[src/rtl/func1_solver_if.sv]
// Handshake and result bus for func1_solver.
//   master : drives start/target, observes status and results (bench side)
//   slave  : receives start/target, drives ready/busy/done/found/sol_*/match_cnt
interface func1_solver_if #(
   parameter int unsigned N = 2
);
   logic           start;
   logic [N-1:0]   target;
   logic           ready;
   logic           busy;
   logic           done;
   logic           found;
   logic [N-1:0]   sol_a;
   logic [N-1:0]   sol_b;
   logic [N-1:0]   sol_c;
   logic [N-1:0]   sol_d;
   logic [4*N:0]   match_cnt;

   modport master (
      output start, target,
      input  ready, busy, done, found, sol_a, sol_b, sol_c, sol_d, match_cnt
   );

   modport slave (
      input  start, target,
      output ready, busy, done, found, sol_a, sol_b, sol_c, sol_d, match_cnt
   );
endinterface

[src/rtl/func1_solver.sv]
// Exhaustive inverse solver for y = ~((a&b&c)|d).
// For a latched target it walks every {a,b,c,d} (a in MSBs), one per cycle,
// reporting the lowest-index solution and the total number of solutions.
// Ports:
//   clk  : clock, all state on rising edge
//   rst  : asynchronous active-high reset
//   bus  : func1_solver_if slave (start/target in; ready/busy/done/found/sol_*/match_cnt out)
module func1_solver #(
   parameter int unsigned N = 2
) (
   input  logic          clk,
   input  logic          rst,
   func1_solver_if.slave bus
);

   localparam int unsigned IW = 4 * N;
   localparam int unsigned CW = 4 * N + 1;

   typedef enum logic [1:0] {
      IDLE   = 2'd0,
      SEARCH = 2'd1,
      DONE   = 2'd2
   } state_t;

   state_t          state;
   logic [IW-1:0]   idx;
   logic [N-1:0]    tgt;
   logic            last;    // final candidate evaluated; finish on the next edge

   logic [N-1:0]    cand_a;
   logic [N-1:0]    cand_b;
   logic [N-1:0]    cand_c;
   logic [N-1:0]    cand_d;
   logic [N-1:0]    y_c;
   logic            match_c;

   // Candidate decode and func1 evaluation
   assign cand_a  = idx[IW-1 -: N];
   assign cand_b  = idx[3*N-1 -: N];
   assign cand_c  = idx[2*N-1 -: N];
   assign cand_d  = idx[N-1:0];
   assign y_c     = ~((cand_a & cand_b & cand_c) | cand_d);
   assign match_c = (y_c == tgt);

   // Search FSM with registered outputs
   always_ff @(posedge clk or posedge rst) begin
      if (rst) begin
         state         <= IDLE;
         idx           <= '0;
         tgt           <= '0;
         last          <= 1'b0;
         bus.ready     <= 1'b1;
         bus.busy      <= 1'b0;
         bus.done      <= 1'b0;
         bus.found     <= 1'b0;
         bus.sol_a     <= '0;
         bus.sol_b     <= '0;
         bus.sol_c     <= '0;
         bus.sol_d     <= '0;
         bus.match_cnt <= '0;
      end else begin
         bus.done <= 1'b0;
         case (state)
            IDLE, DONE: begin
               if (bus.start) begin
                  tgt           <= bus.target;
                  idx           <= '0;
                  last          <= 1'b0;
                  bus.match_cnt <= '0;
                  bus.found     <= 1'b0;
                  bus.sol_a     <= '0;
                  bus.sol_b     <= '0;
                  bus.sol_c     <= '0;
                  bus.sol_d     <= '0;
                  bus.ready     <= 1'b0;
                  bus.busy      <= 1'b1;
                  state         <= SEARCH;
               end
            end
            SEARCH: begin
               if (last) begin
                  // idx has already wrapped; no evaluation in this cycle
                  last      <= 1'b0;
                  bus.ready <= 1'b1;
                  bus.busy  <= 1'b0;
                  bus.done  <= 1'b1;
                  state     <= DONE;
               end else begin
                  if (match_c) begin
                     bus.match_cnt <= bus.match_cnt + CW'(1);
                     if (!bus.found) begin
                        bus.found <= 1'b1;
                        bus.sol_a <= cand_a;
                        bus.sol_b <= cand_b;
                        bus.sol_c <= cand_c;
                        bus.sol_d <= cand_d;
                     end
                  end
                  idx <= idx + IW'(1);
                  if (idx == {IW{1'b1}}) last <= 1'b1;
               end
            end
            default: state <= IDLE;
         endcase
      end
   end

endmodule

[src/flat_wrapper.sv]
// flat-port wrapper written by rule: the top's interface ports become plain ports
module func1_solver_flat 
#(
   parameter int unsigned N = 2
)
  (clk, rst, bus_start, bus_target, bus_ready, bus_busy, bus_done, bus_found, bus_sol_a, bus_sol_b, bus_sol_c, bus_sol_d, bus_match_cnt);
  func1_solver_if #(.N(N)) bus_i ();
  input  logic clk;
  input  logic rst;
  input wire logic [$bits(bus_i.start)-1:0] bus_start;
  input wire logic [$bits(bus_i.target)-1:0] bus_target;
  output wire logic [$bits(bus_i.ready)-1:0] bus_ready;
  output wire logic [$bits(bus_i.busy)-1:0] bus_busy;
  output wire logic [$bits(bus_i.done)-1:0] bus_done;
  output wire logic [$bits(bus_i.found)-1:0] bus_found;
  output wire logic [$bits(bus_i.sol_a)-1:0] bus_sol_a;
  output wire logic [$bits(bus_i.sol_b)-1:0] bus_sol_b;
  output wire logic [$bits(bus_i.sol_c)-1:0] bus_sol_c;
  output wire logic [$bits(bus_i.sol_d)-1:0] bus_sol_d;
  output wire logic [$bits(bus_i.match_cnt)-1:0] bus_match_cnt;
  assign bus_i.start = bus_start;
  assign bus_i.target = bus_target;
  assign bus_ready = bus_i.ready;
  assign bus_busy = bus_i.busy;
  assign bus_done = bus_i.done;
  assign bus_found = bus_i.found;
  assign bus_sol_a = bus_i.sol_a;
  assign bus_sol_b = bus_i.sol_b;
  assign bus_sol_c = bus_i.sol_c;
  assign bus_sol_d = bus_i.sol_d;
  assign bus_match_cnt = bus_i.match_cnt;
  func1_solver #(.N(N)) u_core (.clk(clk), .rst(rst), .bus(bus_i));
endmodule
[config.mk]
export PLATFORM = sky130hd
export DESIGN_NAME = func1_solver_flat
export DESIGN_NICKNAME = d
export VERILOG_FILES = /design/src/rtl/func1_solver_if.sv /design/src/rtl/func1_solver.sv /design/src/flat_wrapper.sv
export SDC_FILE = /design/constraint.sdc
export NUM_CORES = 1
export LEC_CHECK = 0
export ABC_AREA = 1
export CAP_MARGIN = 20
export CELL_PAD_IN_SITES_DETAIL_PLACEMENT = 0
export CELL_PAD_IN_SITES_GLOBAL_PLACEMENT = 2
export CORE_UTILIZATION = 33
export CTS_BUF_LIST = sky130_fd_sc_hd__clkbuf_8
export DETAILED_ROUTE_END_ITERATION = 6
export HOLD_SLACK_MARGIN = 0.02
export PLACE_DENSITY = 0.81
export RECOVER_POWER = 100
export SETUP_SLACK_MARGIN = 0.02
export SYNTH_ARGS = -nofsm -noshare
export SYNTH_HDL_FRONTEND = slang
export SYNTH_SLANG_ARGS = --single-unit
[constraint.sdc]
create_clock -name clk -period 1.85 [get_ports clk]
set_clock_uncertainty 0.2 [all_clocks]
set_input_delay 0.2775 -clock clk [delete_from_list [all_inputs] [get_ports clk]]
set_output_delay 0.2775 -clock clk [all_outputs]
set_load 0.01 [all_outputs]
==> results of run 1 <==
-- flip-flops by register name, summed over array words and instances, names as in the netlist --
signal                cells
u_core.bus.found          1
u_core.last               1
u_core.bus.sol_b          2
u_core.bus.busy           1
u_core.bus.ready          1
u_core.bus.sol_a          2
u_core.state              2
u_core.bus.sol_d          2
u_core.idx                8
u_core.bus.done           1
u_core.bus.match_cnt      9
u_core.tgt                2
u_core.bus.sol_c          2
-- power by group --
part | total, W | internal (W) | switching (W)
Combinational | 0.00137 | 0.000547 | 0.000828
Sequential | 0.00114 | 0.000966 | 0.000171
Clock | 0.000513 | 0.000251 | 0.000262
Total | 0.00302 | 0.00176 | 0.00126
-- logic make-up (layout without fill, tap and decap cells) --
logic type / Yosys count / count (layout) / share of synthesized area
adder cells (fa/ha/maj): 2 / 2 / 0.0143
AO/OA/AOI/OAI: 27 / 27 / 0.110
buffers and inverters: 31 / 74 / 0.0765
flip-flops: 34 / 34 / 0.487
AND/OR/NAND/NOR: 116 / 116 / 0.312
-- final cells by class --
class	instances	area [um^2]	area share
Clock buffer	5	68.8	0.0309
Sequential cell	34	853	0.383
Inverter	26	97.6	0.0438
Tap cell	70	87.6	0.0393
Multi-Input combinational cell	145	758	0.340
Clock inverter	3	11.3	0.00505
Timing Repair Buffer	40	353	0.158
-- Yosys cell counts --
cell / instances
nand4_1: 12
o21bai_1: 2
o31ai_1: 2
dfstp_2: 1
nand3_1: 16
o21ai_0: 6
o21ai_2: 12
inv_2: 3
ha_1: 2
nand2_1: 64
nand2_2: 2
nand3_2: 2
nor2_1: 10
nand3b_1: 1
o22ai_1: 1
buf_6: 2
nor3_1: 2
nor2_4: 1
nand2_4: 2
clkbuf_1: 1
a31oi_1: 1
or2_2: 2
o21ai_1: 1
dfrtp_1: 33
nor2_2: 1
a21oi_1: 2
buf_2: 2
inv_1: 23
nor3_2: 1
-- how the worst max path moves through the flow --
| stage | startpoint | end | slack [ns] | depth (start not counted) |
|---|---|---|---|---|
| finish | u_core.bus.match_cnt[1] | bus_match_cnt[1] | 0.07 | 1 |
| global route | u_core.idx[7] | u_core.bus.match_cnt[0] | -0.01 | 9 |
| CTS | u_core.bus.match_cnt[4] | bus_match_cnt[4] | 0.07 | 1 |
| detailed placement | bus_start | u_core.idx[6] | 0.006 | 10 |
| global placement | bus_start | u_core.idx[6] | -0.001 | 10 |
| floorplan | u_core.bus.match_cnt[0] | u_core.bus.match_cnt[6] | 0.34 | 7 |
-- timing repair --
action | CTS | global route
hold endpoints to repair | 0 | 0
cloned | 0 | 0
hold buffers | 0 | 0
buffers inserted | 0 | 1
setup endpoints to repair | 2 | 13
resized for setup | 2 | 1
-- per-stage QoR --
stage / hold WS [ns] / util
6_report: 0.264 / 0.437
5_1_grt: 0.287 / 0.437
4_1_cts: 0.139 / 0.440
3_5_place_dp: 0.258 / 0.425
3_3_place_gp: 0.256 / 0.425
2_1_floorplan: 0.173 / -
-- worst register-to-register path, cell delays in order (launching register included) --
cell and delay [ns]:
dfrtp_1 0.43, nand3_1 0.14, nand2_1 0.09, nand2_1 0.05
nand2_1 0.06, nand2_2 0.07, nand2_4 0.13, nand2_4 0.19
nand2_1 0.13, o21ai_2 0.06
-- metal layers --
metal / share of wire / wire (um) / vias up
met5: 0 / 0 / -
met4: 0.014 / 54 / 0
met3: 0.035 / 135 / 5
met2: 0.46 / 1750 / 23
met1: 0.49 / 1890 / 664
li1: - / - / 769
-- placed cells by master, fill, tap and decap left out, types with 3 or more instances in the layout --
cell type	n
o21ai_0	6
o21ai_2	12
dlygate4sd3_1	16
nand2_1	64
dfrtp_1	32
buf_4	11
clkdlybuf4s50_1	8
nor2_1	10
inv_1	28
nand4_1	12
clkbuf_8	5
nand3_1	16
nor3_1	3
==> impl_metrics.tcl, run 1 <==
set metrics [dict create \
    status "finished, final reports clean" \
    cts.sinks 34 \
    die_area_um2 5600 \
    reg2reg_depth 9 \
    worst_pin_slew_ns 0.859 \
    cp_cell_sequence "dlygate4sd3_1" \
    clk_pin_slew_worst_paths_ns 0.06 \
    finalCritPeriodShare 0.964 \
    whs_path_depth 2 \
    nFillCells 555 \
    use_met3 0.0415 \
    powerDensity_nw_per_um2 1360 \
    design_area_um2 2230 \
    synth_nets 217 \
    rows 26 \
    syn_inst 210 \
    die_y_um 74.8 \
    drcViolationCount 0 \
    numCtsBuffers 5 \
    leakage_nw 1.11 \
    clockBufferDepth 2 \
    final_layout_size_suffix_gt1_frac 0.174 \
    max_cap_viol_count 0 \
    wirelength_um 3820 \
    first_iter_violations 75 \
    clockRootBuffer "clkbuf_8" \
    grt.busiest_layer "met2" \
    port_buffers 25 \
    ir_worst_vdd_mv 0.575 \
    grt_pass1_vias 1373 \
    wl_per_cell_um 11.8 \
    finalHoldViolCount 0 \
    yosys.area.top_type_share 0.472 \
    insertion_delay_ns 0.29 \
    max_stage_delay_ns 0.61 \
    synth_area_um2 1750 \
    antenna_found_initial 0 \
    fin_nets 259 \
    setup_viol 0 \
    ys_seq_elements 34 \
    ios 26 \
    cts_tree "yes" \
    max_slew_margin 0.427 \
    diodes 0 \
    grt_pass1_wl_um 6640 \
    drtAntennaViolNets 0 \
    synth.yosys.seq_area_share 0.487 \
    fp.dieW_um 74.8 \
    postSynthAreaPerCell_um2 8.33 \
    critPathMaxFanout 4 \
    viasPerCell 4.52 \
    path_buf_inv 1 \
    use_met2 0.243 \
    synth_warnings 0 \
    rsz0062_at_grt "yes" \
    start_util 0.342 \
    cp_top_family "buffers and inverters" \
    slew_viol_final 0 \
    synthDistinctLibCells 29 \
    ff2ff_setup_slack_ns 0.20 \
    dp_hpwl_um 2770 \
    synth_top_cell_by_area "dfrtp_1" \
    worstReg2RegEnd "u_core.bus.found" \
    r2r-start "u_core.idx[4]" \
    stdcell_count 323 \
    synth_area_leaders "dfrtp_1 47%, nand2_1 14%, o21ai_2 6.0%" \
    placedCellCount 314 \
    crit_arrival_ns 1.31 \
    place_area_um2 2170 \
    grt-ovfl-total 0 \
    gr-usage-met1 0.221 \
    fmax_ghz 0.561 \
    worstSetupStartpointType "flop" \
    cts.htree.levels 2 \
    required_ns 1.37 \
    post-place-ws_ns 0.00584 \
    min_path_type "flop to flop" \
    min_from "u_core.bus.ready" \
    grt_use_total 0.160 \
    drt_pass1_iterations 6 \
    area_delta_synth_final_pct 27.5 \
    min_period_ns 1.78 \
    worstHoldEndpoint "u_core.bus.ready" \
    finalSetupTns_ns 0 \
    place.gp.congestion 0.743 \
    route.vias.total 1461 \
    power_w 0.00302 \
    fin_ws_ns 0.0674 \
    fp.coreArea_um2 5110 \
    cp_slowest_cell "dlygate4sd3_1" \
    cp-end-kind "primary output" \
    grt_max_degree 35 \
    crit_type "flop to primary output" \
]
Note: power is estimated with default switching activity, not from simulation.
==> run 2: changes to the inputs <==
--- a/config.mk
+++ b/config.mk
@@ -14,7 +14,8 @@
 export DETAILED_ROUTE_END_ITERATION = 6
 export HOLD_SLACK_MARGIN = 0.02
 export PLACE_DENSITY = 0.81
-export RECOVER_POWER = 100
+export RECOVER_POWER = 50
+export REMOVE_ABC_BUFFERS = 1
 export SETUP_SLACK_MARGIN = 0.02
 export SYNTH_ARGS = -nofsm -noshare
 export SYNTH_HDL_FRONTEND = slang
==> constraint.sdc (replaced) <==
create_clock -name clk -period 1.85 [get_ports clk]
set_clock_uncertainty 0.2 [all_clocks]
set_input_delay 0.2775 -clock clk [delete_from_list [all_inputs] [get_ports clk]]
set_output_delay 0.2775 -clock clk [all_outputs]
set_load 0.05 [all_outputs]
==> run 2 against run 1 <==
  * Sequential power is essentially flat
  * Count of clock-buffer cells in the layout grew 1
  * Critical path depth grew 6
  * Sequential share of layout area grew 0.62 points
  * Global-route usage grew 0.32 points
  * Critical endpoint is now u_core.bus.match_cnt[6]
  * Highest routed layer unchanged
==> impl_metrics.tcl, run 2 (synthesized netlist as in run 1, its figures left out) <==
set metrics [dict create \
    crit_arrival_ns 1.69 \
    ir_worst_vdd_mv 0.556 \
    cts_resized 0 \
    worstSetupStartpointType "flop" \
    cp_num_cells 7 \
    max_slew_margin 0.415 \
    power.clock.fraction 0.168 \
    use_met3 0.0482 \
    finalHoldViolCount 0 \
    r2r-start "u_core.bus.match_cnt[1]" \
    cp-end-kind "flop" \
    cp_slowest_cell "dfrtp_1" \
    reg2reg_depth 7 \
    max_cap_viol_count 0 \
    wirelength_um 3890 \
    cts_tree "yes" \
    drcViolationCount 0 \
    pwr-share-seq 0.332 \
    area_delta_synth_final_pct 25.3 \
    hold_buffers 0 \
    timing.hold.ws_ns 0.270 \
    p_sw_w 0.00165 \
    clk_pin_slew_worst_paths_ns 0.07 \
    critPathMaxFanout 5 \
    clockRootBuffer "clkbuf_8" \
    cp_cell_sequence "ha_1 -> nand2_1 -> nor2_1 -> nand2_1 -> o21bai_1 -> nand3_1 -> o21ai_2" \
    top_regs "u_core.bus.match_cnt: 9 flops, u_core.idx: 8 flops" \
    largest-register "u_core.bus.match_cnt" \
    post-place-ws_ns 0.0275 \
    cts.sinks 34 \
    grt-ovfl-total 0 \
    ff2ff_setup_slack_ns 0.18 \
    diodes 0 \
    cpMostUsedCell "nand2_1" \
    numCtsBuffers 5 \
    fin_nets 256 \
    fmax_ghz 0.600 \
    powerDensity_nw_per_um2 1580 \
    min_path_type "flop to flop" \
    status "finished, final reports clean" \
    grt.busiest_layer "met2" \
    final_layout_size_suffix_gt1_frac 0.236 \
    die_area_um2 5600 \
    required_ns 1.87 \
    gr-usage-met1 0.218 \
    rsz0062_at_grt "no" \
    cp_top_family "simple AND/OR/NAND/NOR gates" \
    path_buf_inv 0 \
    worstReg2RegEnd "u_core.bus.match_cnt[6]" \
    leakage_nw 1.09 \
    first_iter_violations 60 \
    nFillCells 554 \
    route.vias.total 1493 \
    fp.coreArea_um2 5110 \
    max_stage_delay_ns 0.40 \
    port_buffers 25 \
    layout_commonest_cell "nand2_1" \
    insertion_delay_ns 0.29 \
    sw_frac_of_total 0.477 \
    p_int_w 0.00180 \
    largest_register_ffs 9 \
    worst_pin_slew_ns 0.877 \
    die_y_um 74.8 \
    rows 26 \
    cts.htree.levels 2 \
    layout_common_cells "65 x nand2_1, 33 x dfrtp_1, 25 x inv_1" \
    fp.dieW_um 74.8 \
    grt_pass1_wl_um 6590 \
    fin_ws_ns 0.184 \
    place.gp.congestion 0.702 \
    dp_hpwl_um 2830 \
    setup_viol 0 \
    min_period_ns 1.67 \
    p_comb_frac 0.500 \
    drt_pass1_iterations 4 \
    drtAntennaViolNets 0 \
    clockBufferDepth 2 \
    viasPerCell 4.67 \
    wl_per_cell_um 12.2 \
    cts_setup_buffers 0 \
    register_area_um2 852 \
    use_met2 0.250 \
    grt_max_degree 35 \
    finalCritPeriodShare 0.901 \
    multiInputGateArea_um2 758 \
    slew_viol_final 0 \
    grt_use_total 0.163 \
    crit_type "flop to flop" \
    grt_pass1_vias 1353 \
    start_util 0.342 \
    antenna_found_initial 0 \
    ios 26 \
    startpoint "u_core.bus.match_cnt[1]" \
    critPathCapture "u_core.bus.match_cnt[6]" \
]
run 2: cell types whose count changed in the layout (fill, tap and decap cells not counted), moves of 3 or more:
cell	before	now
buf_12	0	3
clkbuf_1	1	5
dlygate4sd3_1	16	1
clkdlybuf4s50_1	8	3
inv_1	28	25
buf_4	11	24
run 2: stage by stage:
| stage | instance area (um^2) | std cells | TNS, ns | utilization | total power (W) |
|---|---|---|---|---|---|
| 2_1_floorplan | 1710 | 205 | -0.00515 | - | 0.00235 |
| 3_3_place_gp | 2140 | 312 | 0 | 0.419 | 0.00293 |
| 3_5_place_dp | 2140 | 312 | 0 | 0.419 | 0.00293 |
| 4_1_cts | 2230 | 320 | 0 | 0.437 | 0.00353 |
| 5_1_grt | 2190 | 320 | 0 | 0.429 | 0.00374 |
| 6_report | 2190 | 320 | 0 | 0.429 | 0.00345 |
run 2: worst reg2reg max path: stages (launching register included):
cell and delay (ns):
dfrtp_1 0.40, ha_1 0.17, nand2_1 0.06, nor2_1 0.27
nand2_1 0.12, o21bai_1 0.15, nand3_1 0.10, o21ai_2 0.13
run 2: final cells by class:
class | count | area share
Clock buffer | 6 | 0.0377
Clock inverter | 2 | 0.00400
Inverter | 26 | 0.0445
Multi-Input combinational cell | 145 | 0.346
Sequential cell | 34 | 0.389
Tap cell | 70 | 0.0400
Timing Repair Buffer | 37 | 0.139
run 2: power groups by stage:
stage / clock network [W] / logic, W / registers (W)
floorplan: 0 / 0.000810 / 0.00154
global placement: 0 / 0.00177 / 0.00116
detailed placement: 0 / 0.00177 / 0.00116
CTS: 0.000600 / 0.00178 / 0.00115
global route: 0.000644 / 0.00192 / 0.00118
finish: 0.000581 / 0.00173 / 0.00114
run 2: how the worst min path moves through the flow:
stage / start / endpoint / cells after the start / slack (ns)
2_1_floorplan: bus_start / u_core.state[1] / 1 / 0.17
4_1_cts: rst / u_core.bus.match_cnt[6] / 3 / 0.13
3_5_place_dp: u_core.bus.sol_c[1] / u_core.bus.sol_c[1] / 2 / 0.26
6_report: u_core.bus.sol_a[0] / u_core.bus.sol_a[0] / 2 / 0.27
5_1_grt: u_core.bus.sol_a[0] / u_core.bus.sol_a[0] / 2 / 0.30
3_3_place_gp: u_core.bus.sol_c[1] / u_core.bus.sol_c[1] / 2 / 0.26
run 2: routing by layer:
layer / vias up / wire length [um]
li1: 765 / -
met1: 696 / 1920
met2: 27 / 1770
met3: 5 / 147
met4: 0 / 53
met5: - / 0
==> run 3: changes to the inputs <==
--- a/config.mk
+++ b/config.mk
@@ -9,10 +9,10 @@
 export CAP_MARGIN = 20
 export CELL_PAD_IN_SITES_DETAIL_PLACEMENT = 0
 export CELL_PAD_IN_SITES_GLOBAL_PLACEMENT = 2
+export CORE_MARGIN = 2
 export CORE_UTILIZATION = 33
 export CTS_BUF_LIST = sky130_fd_sc_hd__clkbuf_8
 export DETAILED_ROUTE_END_ITERATION = 6
-export HOLD_SLACK_MARGIN = 0.02
 export PLACE_DENSITY = 0.81
 export RECOVER_POWER = 50
 export REMOVE_ABC_BUFFERS = 1
==> run 3 against run 2 <==
  * Power up 3.6%
  * Utilization grew 0.66 points
  * Combinational power about the same
  * Critical path type unchanged
  * Worst setup slack better by 0.0070 ns
==> impl_metrics.tcl, run 3 (synthesized netlist as in run 1, its figures left out) <==
set metrics [dict create \
    status "finished, final reports clean" \
    grt_pass1_vias 1412 \
    finalHoldViolCount 0 \
    path_buf_inv 0 \
    fin_ws_ns 0.191 \
    layout_commonest_cell "nand2_1" \
    start_util 0.342 \
    rows 26 \
    worst_pin_slew_ns 0.878 \
    antenna_found_initial 0 \
    largest_register_ffs 9 \
    insertion_delay_ns 0.28 \
    route.vias.total 1460 \
    hold_buffers 0 \
    viasPerCell 4.55 \
    ir_worst_vdd_mv 0.721 \
    diodes 0 \
    fmax_ghz 0.603 \
    cp-end-kind "flop" \
    critPathMaxFanout 10 \
    cp_cell_sequence "nand3_2 -> nand2_1 -> nand2_1 -> nand2_1 -> nand2_2 -> nand2_4 -> nand3_2 -> nand2_1 -> nand2_1" \
    cts_setup_buffers 0 \
    numCtsBuffers 5 \
    clockBufferDepth 2 \
    dp_hpwl_um 2810 \
    area_delta_synth_final_pct 27.2 \
    required_ns 1.83 \
    cts_resized 0 \
    fp.coreArea_um2 5110 \
    fin_nets 257 \
    powerDensity_nw_per_um2 1610 \
    grt_max_degree 35 \
    clk_pin_slew_worst_paths_ns 0.07 \
    power_w 0.00357 \
    fp.dieW_um 76.8 \
    cp_slowest_cell "dfrtp_1" \
    cp_top_family "simple AND/OR/NAND/NOR gates" \
    largest-register "u_core.bus.match_cnt" \
    grt-ovfl-total 0 \
    layout_common_cells "64 x nand2_1, 33 x dfrtp_1, 26 x buf_4" \
    min_period_ns 1.66 \
    port_buffers 25 \
    clockRootBuffer "clkbuf_8" \
    finalCritPeriodShare 0.897 \
    final_layout_size_suffix_gt1_frac 0.251 \
    grt_use_total 0.149 \
    slew_viol_final 0 \
    grt_pass1_wl_um 6960 \
    cts_tree "yes" \
    min_path_type "flop to flop" \
    wl_per_cell_um 12.3 \
    crit_type "flop to flop" \
    place.gp.congestion 0.780 \
    die_y_um 76.8 \
    drtAntennaViolNets 0 \
    cts.htree.levels 2 \
    design_area_um2 2220 \
    worstSetupStartpointType "flop" \
    wirelength_um 3930 \
    first_iter_violations 53 \
    max_stage_delay_ns 0.45 \
    drcViolationCount 0 \
    max_cap_viol_count 0 \
    setup_viol 0 \
    crit_arrival_ns 1.64 \
    top_regs "u_core.bus.match_cnt: 9 flops, u_core.idx: 8 flops" \
    post-place-ws_ns 0.0342 \
    rsz0062_at_grt "no" \
    leakage_nw 1.11 \
    die_area_um2 5900 \
    drt_pass1_iterations 4 \
    nFillCells 531 \
    timing.hold.ws_ns 0.274 \
    ios 26 \
    cpMostUsedCell "nand2_1" \
    max_slew_margin 0.415 \
    cts.sinks 34 \
    place_area_um2 2150 \
]
run 3: final timing paths:
path / endpoint / slack, ns / cells after the start / from
max reg2reg: u_core.bus.sol_b[0] / 0.19 / 9 / u_core.idx[7]
max: u_core.bus.sol_b[0] / 0.19 / 9 / u_core.idx[7]
min reg2reg: u_core.bus.sol_a[1] / 0.27 / 2 / u_core.bus.sol_a[1]
min: u_core.bus.sol_a[1] / 0.27 / 2 / u_core.bus.sol_a[1]
min in group asynchronous: u_core.bus.sol_a[1] / 0.49 / 3 / rst
max in group asynchronous: u_core.bus.found / 0.41 / 3 / rst
run 3: per-stage QoR:
step | setup TNS, ns | utilization | cells
after floorplan | -0.00515 | - | 205
after global placement | 0 | 0.420 | 313
after detailed placement | 0 | 0.420 | 313
after CTS | 0 | 0.441 | 321
after global routing | 0 | 0.436 | 321
final | 0 | 0.436 | 321
run 3: cell type report:
cell class | instances | area [um^2] | area share
flip-flops and latches | 34 | 852 | 0.383
multi-input cells | 145 | 763 | 0.343
repair buffers | 38 | 315 | 0.142
inverters | 26 | 97.6 | 0.0439
well taps | 70 | 87.6 | 0.0394
clock buffers | 5 | 68.8 | 0.0309
clock inverters | 3 | 40.0 | 0.0180
run 3: power breakdown:
group | switching [W] | leakage, nW | total [W] | internal, W
clock network | 0.000282 | 0.0579 | 0.000678 | 0.000397
registers | 0.000179 | 0.435 | 0.00114 | 0.000965
logic | 0.00119 | 0.615 | 0.00175 | 0.000559
total | 0.00165 | 1.11 | 0.00357 | 0.00192
run 3: worst min-delay path, cell delays in order (launching register included):
cell     delay [ns]
dfrtp_1        0.35
nand2_1        0.05
nand2_1        0.04
run 3: layer usage:
| layer | GRT usage | part of all wire | up-vias |
|---|---|---|---|
| met2 | 0.225 | 0.46 | 25 |
| met3 | 0.0353 | 0.031 | 6 |
| li1 | - | - | 763 |
| met1 | 0.205 | 0.49 | 666 |
| met4 | 0.0618 | 0.019 | 0 |
| met5 | 0 | 0 | - |
